File: config.mk
export PLATFORM = sky130hd
export DESIGN_NAME = axis_drop_fifo
export DESIGN_NICKNAME = d
export VERILOG_FILES = /design/src/rtl/axis_fifo_ram.sv /design/src/rtl/axis_drop_fifo.sv
export SDC_FILE = /design/constraint.sdc
export NUM_CORES = 1
export LEC_CHECK = 0
export ABC_AREA = 1
export BUFFER_PORTS_ARGS = -buffer_cell sky130_fd_sc_hd__buf_2
export CAP_MARGIN = 0
export CORE_MARGIN = 3
export CORE_UTILIZATION = 34
export CTS_CLUSTER_SIZE = 25
export DETAILED_ROUTE_END_ITERATION = 7
export SLEW_MARGIN = 20
export SYNTH_ARGS = -nofsm -noshare
export SYNTH_HDL_FRONTEND = slang
export SYNTH_SLANG_ARGS = --single-unit
export TNS_END_PERCENT = 50
File: constraint.sdc
create_clock -name aclk -period 6.5 [get_ports aclk]
set_input_delay 1.625 -clock aclk [delete_from_list [all_inputs] [get_ports aclk]]
set_output_delay 1.625 -clock aclk [all_outputs]
set_load 0.01 [all_outputs]
File: src/rtl/axis_fifo_ram.sv
// Simple dual-port memory: synchronous write, asynchronous read.
// Maps onto distributed RAM; contents are never reset.
module axis_fifo_ram #(
    parameter int DATA_WIDTH = 24,
    parameter int ADDR_WIDTH = 4
) (
    input  logic                  clk,
    input  logic                  wr_en,
    input  logic [ADDR_WIDTH-1:0] wr_addr,
    input  logic [DATA_WIDTH-1:0] wr_data,
    input  logic [ADDR_WIDTH-1:0] rd_addr,
    output logic [DATA_WIDTH-1:0] rd_data
);

    logic [DATA_WIDTH-1:0] mem [0:(1 << ADDR_WIDTH)-1];

    always_ff @(posedge clk) begin
        if (wr_en) begin
            mem[wr_addr] <= wr_data;
        end
    end

    assign rd_data = mem[rd_addr];

endmodule

File: src/rtl/axis_drop_fifo.sv
// FWFT FIFO between an unthrottled stream source and a stallable AXI4-Stream sink.
// Beats arriving while full (with no pop that cycle) are dropped and counted.
module axis_drop_fifo #(
    parameter int AXIS_DATA_WIDTH = 24,
    parameter int FIFO_DEPTH_LOG2 = 4,
    parameter int CNT_WIDTH       = 16
) (
    input  logic                       aclk,
    input  logic                       aresetn,
    input  logic [AXIS_DATA_WIDTH-1:0] s_axis_tdata,
    input  logic                       s_axis_tvalid,
    output logic [AXIS_DATA_WIDTH-1:0] m_axis_tdata,
    output logic                       m_axis_tvalid,
    input  logic                       m_axis_tready,
    output logic [FIFO_DEPTH_LOG2:0]   fifo_count,
    output logic                       overflow,
    output logic [CNT_WIDTH-1:0]       drop_count,
    input  logic                       clear_overflow
);

    localparam int PTR_WIDTH = FIFO_DEPTH_LOG2 + 1;
    localparam int DEPTH     = 1 << FIFO_DEPTH_LOG2;
    localparam logic [PTR_WIDTH-1:0] DEPTH_COUNT = PTR_WIDTH'(DEPTH);

    logic [PTR_WIDTH-1:0] wr_ptr_reg, wr_ptr_next;
    logic [PTR_WIDTH-1:0] rd_ptr_reg, rd_ptr_next;
    logic [PTR_WIDTH-1:0] count_reg, count_next;
    logic                 overflow_reg, overflow_next;
    logic [CNT_WIDTH-1:0] drop_count_reg, drop_count_next;

    logic empty, full, push, pop, drop;

    assign empty = (count_reg == '0);
    assign full  = (count_reg == DEPTH_COUNT);
    assign pop   = !empty && m_axis_tready;
    // A pop frees the slot this cycle, so a full buffer can still take a beat.
    assign push  = s_axis_tvalid && (!full || pop);
    assign drop  = s_axis_tvalid && full && !pop;

    always_comb begin
        wr_ptr_next     = wr_ptr_reg;
        rd_ptr_next     = rd_ptr_reg;
        count_next      = count_reg;
        overflow_next   = overflow_reg;
        drop_count_next = drop_count_reg;

        if (push) begin
            wr_ptr_next = wr_ptr_reg + 1'b1;
        end
        if (pop) begin
            rd_ptr_next = rd_ptr_reg + 1'b1;
        end
        if (push && !pop) begin
            count_next = count_reg + 1'b1;
        end else if (pop && !push) begin
            count_next = count_reg - 1'b1;
        end

        // A drop coinciding with a clear restarts the tally at one.
        if (drop) begin
            overflow_next = 1'b1;
            if (clear_overflow) begin
                drop_count_next = CNT_WIDTH'(1);
            end else if (drop_count_reg != '1) begin
                drop_count_next = drop_count_reg + 1'b1;
            end
        end else if (clear_overflow) begin
            overflow_next   = 1'b0;
            drop_count_next = '0;
        end
    end

    always_ff @(posedge aclk) begin
        if (!aresetn) begin
            wr_ptr_reg     <= '0;
            rd_ptr_reg     <= '0;
            count_reg      <= '0;
            overflow_reg   <= 1'b0;
            drop_count_reg <= '0;
        end else begin
            wr_ptr_reg     <= wr_ptr_next;
            rd_ptr_reg     <= rd_ptr_next;
            count_reg      <= count_next;
            overflow_reg   <= overflow_next;
            drop_count_reg <= drop_count_next;
        end
    end

    axis_fifo_ram #(
        .DATA_WIDTH (AXIS_DATA_WIDTH),
        .ADDR_WIDTH (FIFO_DEPTH_LOG2)
    ) u_ram (
        .clk     (aclk),
        .wr_en   (push),
        .wr_addr (wr_ptr_reg[FIFO_DEPTH_LOG2-1:0]),
        .wr_data (s_axis_tdata),
        .rd_addr (rd_ptr_reg[FIFO_DEPTH_LOG2-1:0]),
        .rd_data (m_axis_tdata)
    );

    assign m_axis_tvalid = !empty;
    assign fifo_count    = count_reg;
    assign overflow      = overflow_reg;
    assign drop_count    = drop_count_reg;

endmodule

==> reports/metrics.cfg, run 1 <==
[clocking]
holdBufCountCts=0
clk_path_buf_depth=3
cts_buffers=45
clkLatencyLatePin_ns=0.59
cts-resized-gates=0
htree_levels=2
clockRootBuffer=clkbuf_16
cts_tree=done
post-cts-setup-buffers=0
clkTransAtPathRegs_ns=0.06
cts_sinks=418

[finish]
utilization_pct=40.0
most-common-layout-cells=edfxtp_1 (384), inv_1 (232), nand2_1 (185), nand3_1 (167), a21oi_1 (114)
largest_reg_flops=384
syn_to_final_growth_pct=15.3
fin_nets=1616
final_common_cell=edfxtp_1
drive_above_1_share_pct=13.0
num_antenna_cells=0

[drt]
drt_iter0_markers=968
postRouteWirelength_um=41000
wl_met1_um=18200
vias_per_cell=4.89
drc=0
routed.top_layer=met5
wire_per_inst_um=18.0
vias=11200
dr_wl_met2_um=19300
ant_nets=0
wl_met3_um=2560
drt-pass1-iter-count=5

[timing]
timing.fmax_mhz=221
setup_viol=0
rsz0062_at_grt=false
relSlewSlack_pct=23.3
skew_ns=0.0247
fin_setup_tns_ns=0
hold_viol=0
maxSlewViolCount=0
finalCritPeriodShare_pct=69.6
period_needed_ns=4.52
worst_pin_slew_ns=1.15

[grt]
grt_max_degree=125
track_usage_pct=15.0
grt_antenna_before_repair=4
grt_pass1_vias=10800
grt-ovfl-total=0
grt_pass1_wl_um=62400

[logic_synthesis]
synth_edf_count=384
ys.flop_type=edfxtp_1
seq_area_frac_synth_pct=69.6
async_flop_share_pct=0
synthCells=1516
synth_area_mm2=0.0176
avgSynthCellArea_um2=11.6
synth_warnings=0
synth_nets=1557
yosys.cell_types.count=36
ys_seq_elements=418

[critical_path]
worstSetupEndpointType=output port
crit_type=reg2out
worst_ep_arrival_time_ns=2.90
critPathLaunchType=register
crit_fanout=120
required_ns=4.88

[power_and_ir_drop]
cellLeakagePower_nw=7.25
peakVddDrop_uv=185
p_per_area_mw_per_mm2=343

[status]
outcome=complete, no violations

[run]
cap_violations=0

[hold_path]
min_path_type=reg2reg

[placement]
portBuffers=75
finalWeightedCongestion=0.815
dp_hpwl_um=21200

[floorplan]
dieArea_mm2=0.0544
die_y_um=233
core_mm2=0.0506
die_x_um=233
core.rowCount=82
start_util_pct=34.7
pin_count=76

[synth_stat cells, drive strengths merged (2+ instances only)]
cell type	n	area share [%]
buf	48	1.6
nor2	54	1.2
o21ai	112	3.2
clkinv	2	0.050
nand4	9	0.36
ha	11	0.78
nand3	168	4.9
nand2	196	4.4
inv	233	5.0
a21oi	120	3.5
xor2	2	0.10
dfxtp	34	3.9
nor3	4	0.11
clkbuf	34	0.73
or2	3	0.11
o211ai	96	4.1
edfxtp	384	66
[layer usage]
layer | GRT usage, % | vias to the layer above
li1 | - | 5433
met1 | 20.0 | 5382
met2 | 24.6 | 287
met3 | 3.46 | 70
met4 | 4.08 | 8
met5 | 0 | -
[final cells by class]
cell class	instances	area [µm²]
Fill cell	4702	30300
Clock buffer	54	1160
Sequential cell	418	12200
Tap cell	672	841
Timing Repair Buffer	94	636
Clock inverter	30	339
Inverter	235	883
Multi-Input combinational cell	781	4170
[critical path, stage by stage (launching register included)]
cell,delay (ns)
dfxtp_4,0.81
buf_12,0.30
buf_12,0.39
a21oi_1,0.12
o21ai_0,0.12
nand3_1,0.10
nand3_1,0.11
nand2_1,0.10
buf_2,0.15
[final timing paths]
kind,to,cells after the start,slack (ns),from
setup / recovery,m_axis_tdata[14],8,1.98,register
hold / removal,rd_ptr_reg[3]$_SDFFE_PN0N_,2,0.47,rd_ptr_reg[3]$_SDFFE_PN0N_
setup reg to reg,u_ram.mem[7][23]$_DFFE_PP_,6,3.82,fifo_count[0]$_SDFFE_PN0P_
hold reg to reg,rd_ptr_reg[3]$_SDFFE_PN0N_,2,0.47,rd_ptr_reg[3]$_SDFFE_PN0N_
[through the flow]
stage | std cells | area, µm² | total power, W | worst slack, ns | hold slack, ns
CTS | 2279 | 20100 | 0.00700 | 1.87 | 0.475
finish | 2284 | 20200 | 0.00694 | 1.98 | 0.473
global route | 2284 | 20200 | 0.00729 | 1.75 | 0.497
detailed placement | 2195 | 18600 | 0.00442 | 2.50 | 0.455
global placement | 2195 | 18600 | 0.00439 | 2.51 | 0.443
floorplan | 1516 | 17600 | 0.00406 | 2.94 | 0.436
[cell families after synthesis]
kind of cell               Yosys count  share of synthesized area [%]
adders and majority gates           12                          0.898
AOI/OAI and AO/OA                  329                           10.9
and+or+nand+nor                    437                           11.1
DFF                                418                           69.6
buffers and inverters              317                           7.40
xor gates and xnor gates             3                          0.150
[power breakdown]
part	internal, W	total [W]	switching, W
logic	0.000438	0.00124	0.000802
registers	0.00301	0.00311	0.000106
clock network	0.00149	0.00258	0.00109
No activity file was read; power rests on OpenSTA's default activity.
==> inputs of run 2 (changes only) <==
--- a/config.mk
+++ b/config.mk
@@ -5,7 +5,7 @@
 export SDC_FILE = /design/constraint.sdc
 export NUM_CORES = 1
 export LEC_CHECK = 0
-export ABC_AREA = 1
+export ABC_AREA = 0
 export BUFFER_PORTS_ARGS = -buffer_cell sky130_fd_sc_hd__buf_2
 export CAP_MARGIN = 0
 export CORE_MARGIN = 3
==> constraint.sdc (replaced) <==
create_clock -name aclk -period 4 [get_ports aclk]
set_input_delay 1 -clock aclk [delete_from_list [all_inputs] [get_ports aclk]]
set_output_delay 1 -clock aclk [all_outputs]
set_load 0.01 [all_outputs]
==> run 2 against run 1 <==
Effect of this change:
- global-route usage is 1.3 points lower
- utilization is 0.56 points higher
- critical path depth shrank 4
- worst setup slack worse by 1.7 ns
- hold slack improved by 0.015 ns
- synthesized area fell by 8.1%
- clock skew fell by 0.0040 ns
- first-iteration DRC count is 38% lower
- flip-flop and latch count is the same
- sequential share of layout area rose by 4.0 points
- critical path type unchanged
- critical endpoint is now m_axis_tdata[11]
- largest cell class unchanged
==> reports/metrics.cfg, run 2 <==
[status]
outcome=complete, no violations

[critical_path]
crit_type=reg2out
critPathLaunchType=register
crit_fanout=40
required_ns=3.00
worstSetupEndpointType=output port
worst_ep_arrival_time_ns=2.76

[drt]
postRouteWirelength_um=33800
drt-pass1-iter-count=5
drc=0
ant_nets=0
drt_iter0_markers=599
vias=7553
wire_per_inst_um=22.5
vias_per_cell=5.03

[timing]
hold_viol=0
worst_pin_slew_ns=0.980
fin_setup_tns_ns=0
maxSlewViolCount=0
rsz0062_at_grt=false
finalCritPeriodShare_pct=94.0
timing.fmax_mhz=266
worst_slack_ns=0.240
relSlewSlack_pct=34.7
skew_ns=0.0207
setup_viol=0
period_needed_ns=3.76

[placement]
dp_hpwl_um=19000
portBuffers=75
place_area_mm2=0.0176
finalWeightedCongestion=0.736
pre_cts_ws_ns=0.771

[logic_synthesis]
synth_edf_count=384
yosysMostFrequentCell=edfxtp_1
synthCells=746
synth_top_area_share_pct=71.5
yosys.cell_types.count=40
synth.area.top_cells=edfxtp_1 (71%), mux4_2 (17%), dfxtp_1 (4.2%)
avgSynthCellArea_um2=21.6
yosys-top-cells-count=edfxtp_1 (384), mux4_2 (120), dfxtp_1 (34), nor2_1 (31), clkbuf_1 (30)
ys_seq_elements=418
seq_area_frac_synth_pct=75.7
ys.flop_type=edfxtp_1
yosysTopAreaCell=edfxtp_1
async_flop_share_pct=0
synth_nets=787
synth_warnings=0
synth_area_mm2=0.0161

[run]
cap_violations=0

[finish]
final_common_cell=edfxtp_1
largest_reg_flops=384
final_area_mm2=0.0190
num-fill-cells=4095
fin_nets=898
syn_to_final_growth_pct=17.6
most-common-layout-cells=edfxtp_1 (384), mux4_2 (120), buf_2 (75), clkbuf_16 (44), dfxtp_1 (30)
drive_above_1_share_pct=35.2

[clocking]
cts-resized-gates=0
clockRootBuffer=clkbuf_16
clk_path_buf_depth=3
cts_sinks=418
post-cts-setup-buffers=0
clkTransAtPathRegs_ns=0.06
htree_levels=2
cts_tree=done
holdBufCountCts=0
cts_buffers=44
clkLatencyLatePin_ns=0.57

[power_and_ir_drop]
p_per_area_mw_per_mm2=576
cellLeakagePower_nw=5.94
peakVddDrop_uv=272

[floorplan]
die_x_um=224
die_y_um=224
dieArea_mm2=0.0501
core.rowCount=79
pin_count=76
core_mm2=0.0468
start_util_pct=34.5

[hold_path]
min_path_type=reg2reg

[grt]
track_usage_pct=13.7
grt_pass1_vias=7977
grt_pass1_wl_um=51000
grt_antenna_before_repair=5
grt-ovfl-total=0
grt_max_degree=63

[run 2: power by group]
part	switching [W]	internal (W)
clock	0.00166	0.00229
sequential	0.000115	0.00490
combinational	0.000908	0.00107
total	0.00268	0.00826
[run 2: area by class of cell]
cell class	count	area, µm²	share of cell area, %
well taps	607	759	4.00
clock inverters	34	292	1.54
multi-input cells	282	3860	20.3
inverters	8	30.0	0.158
flip-flops and latches	418	12200	64.4
repair buffers	103	698	3.68
clock buffers	47	1110	5.86
diodes	3	7.51	0.0396
[run 2: worst paths after layout]
check                             startpoint                    endpoint  slack [ns]  cells after the start
hold / removal         overflow$_SDFFE_PN0P_       overflow$_SDFFE_PN0P_        0.49                      2
setup reg to reg  fifo_count[0]$_SDFFE_PN0P_  fifo_count[4]$_SDFFE_PN0P_        1.07                      9
hold reg to reg        overflow$_SDFFE_PN0P_       overflow$_SDFFE_PN0P_        0.49                      2
setup / recovery                    register            m_axis_tdata[11]        0.24                      4
[run 2: cell families (layout without fill, tap and decap cells)]
| kind of cell | Yosys count | in the layout | synth area share [%] |
|---|---|---|---|
| DFF | 418 | 418 | 75.7 |
| buffers and inverters | 46 | 192 | 1.11 |
| adders and majority gates | 12 | 12 | 0.977 |
| other | 0 | 3 | 0 |
| muxes | 122 | 122 | 16.9 |
| AOI/OAI and AO/OA | 17 | 17 | 0.651 |
| and+or+nand+nor | 110 | 110 | 3.58 |
| xor gates and xnor gates | 21 | 21 | 1.14 |
[run 2: routing by layer]
layer	global-route usage, %	vias up	part of all wire [%]
met5	0	-	0.15
met4	4.21	8	2.0
met3	3.51	57	6.3
met2	22.8	199	50
met1	17.8	3974	42
li1	-	3315	-
[run 2: metrics by stage]
step                      hold WS (ns)  total power, W  std cells  utilization, %
final                            0.488          0.0109       1502            40.6
after global routing             0.515          0.0114       1499            40.6
after CTS                        0.491          0.0111       1499            40.6
after detailed placement         0.481         0.00714       1418            37.6
after global placement           0.465         0.00712       1418            37.6
after floorplan                  0.480         0.00653        746               -
[run 2: worst max-delay path, cell delays in order, from the launching register on]
cell and delay, ns:
dfxtp_4 0.54, buf_12 0.35, mux4_2 0.57, mux4_2 0.54
buf_2 0.18
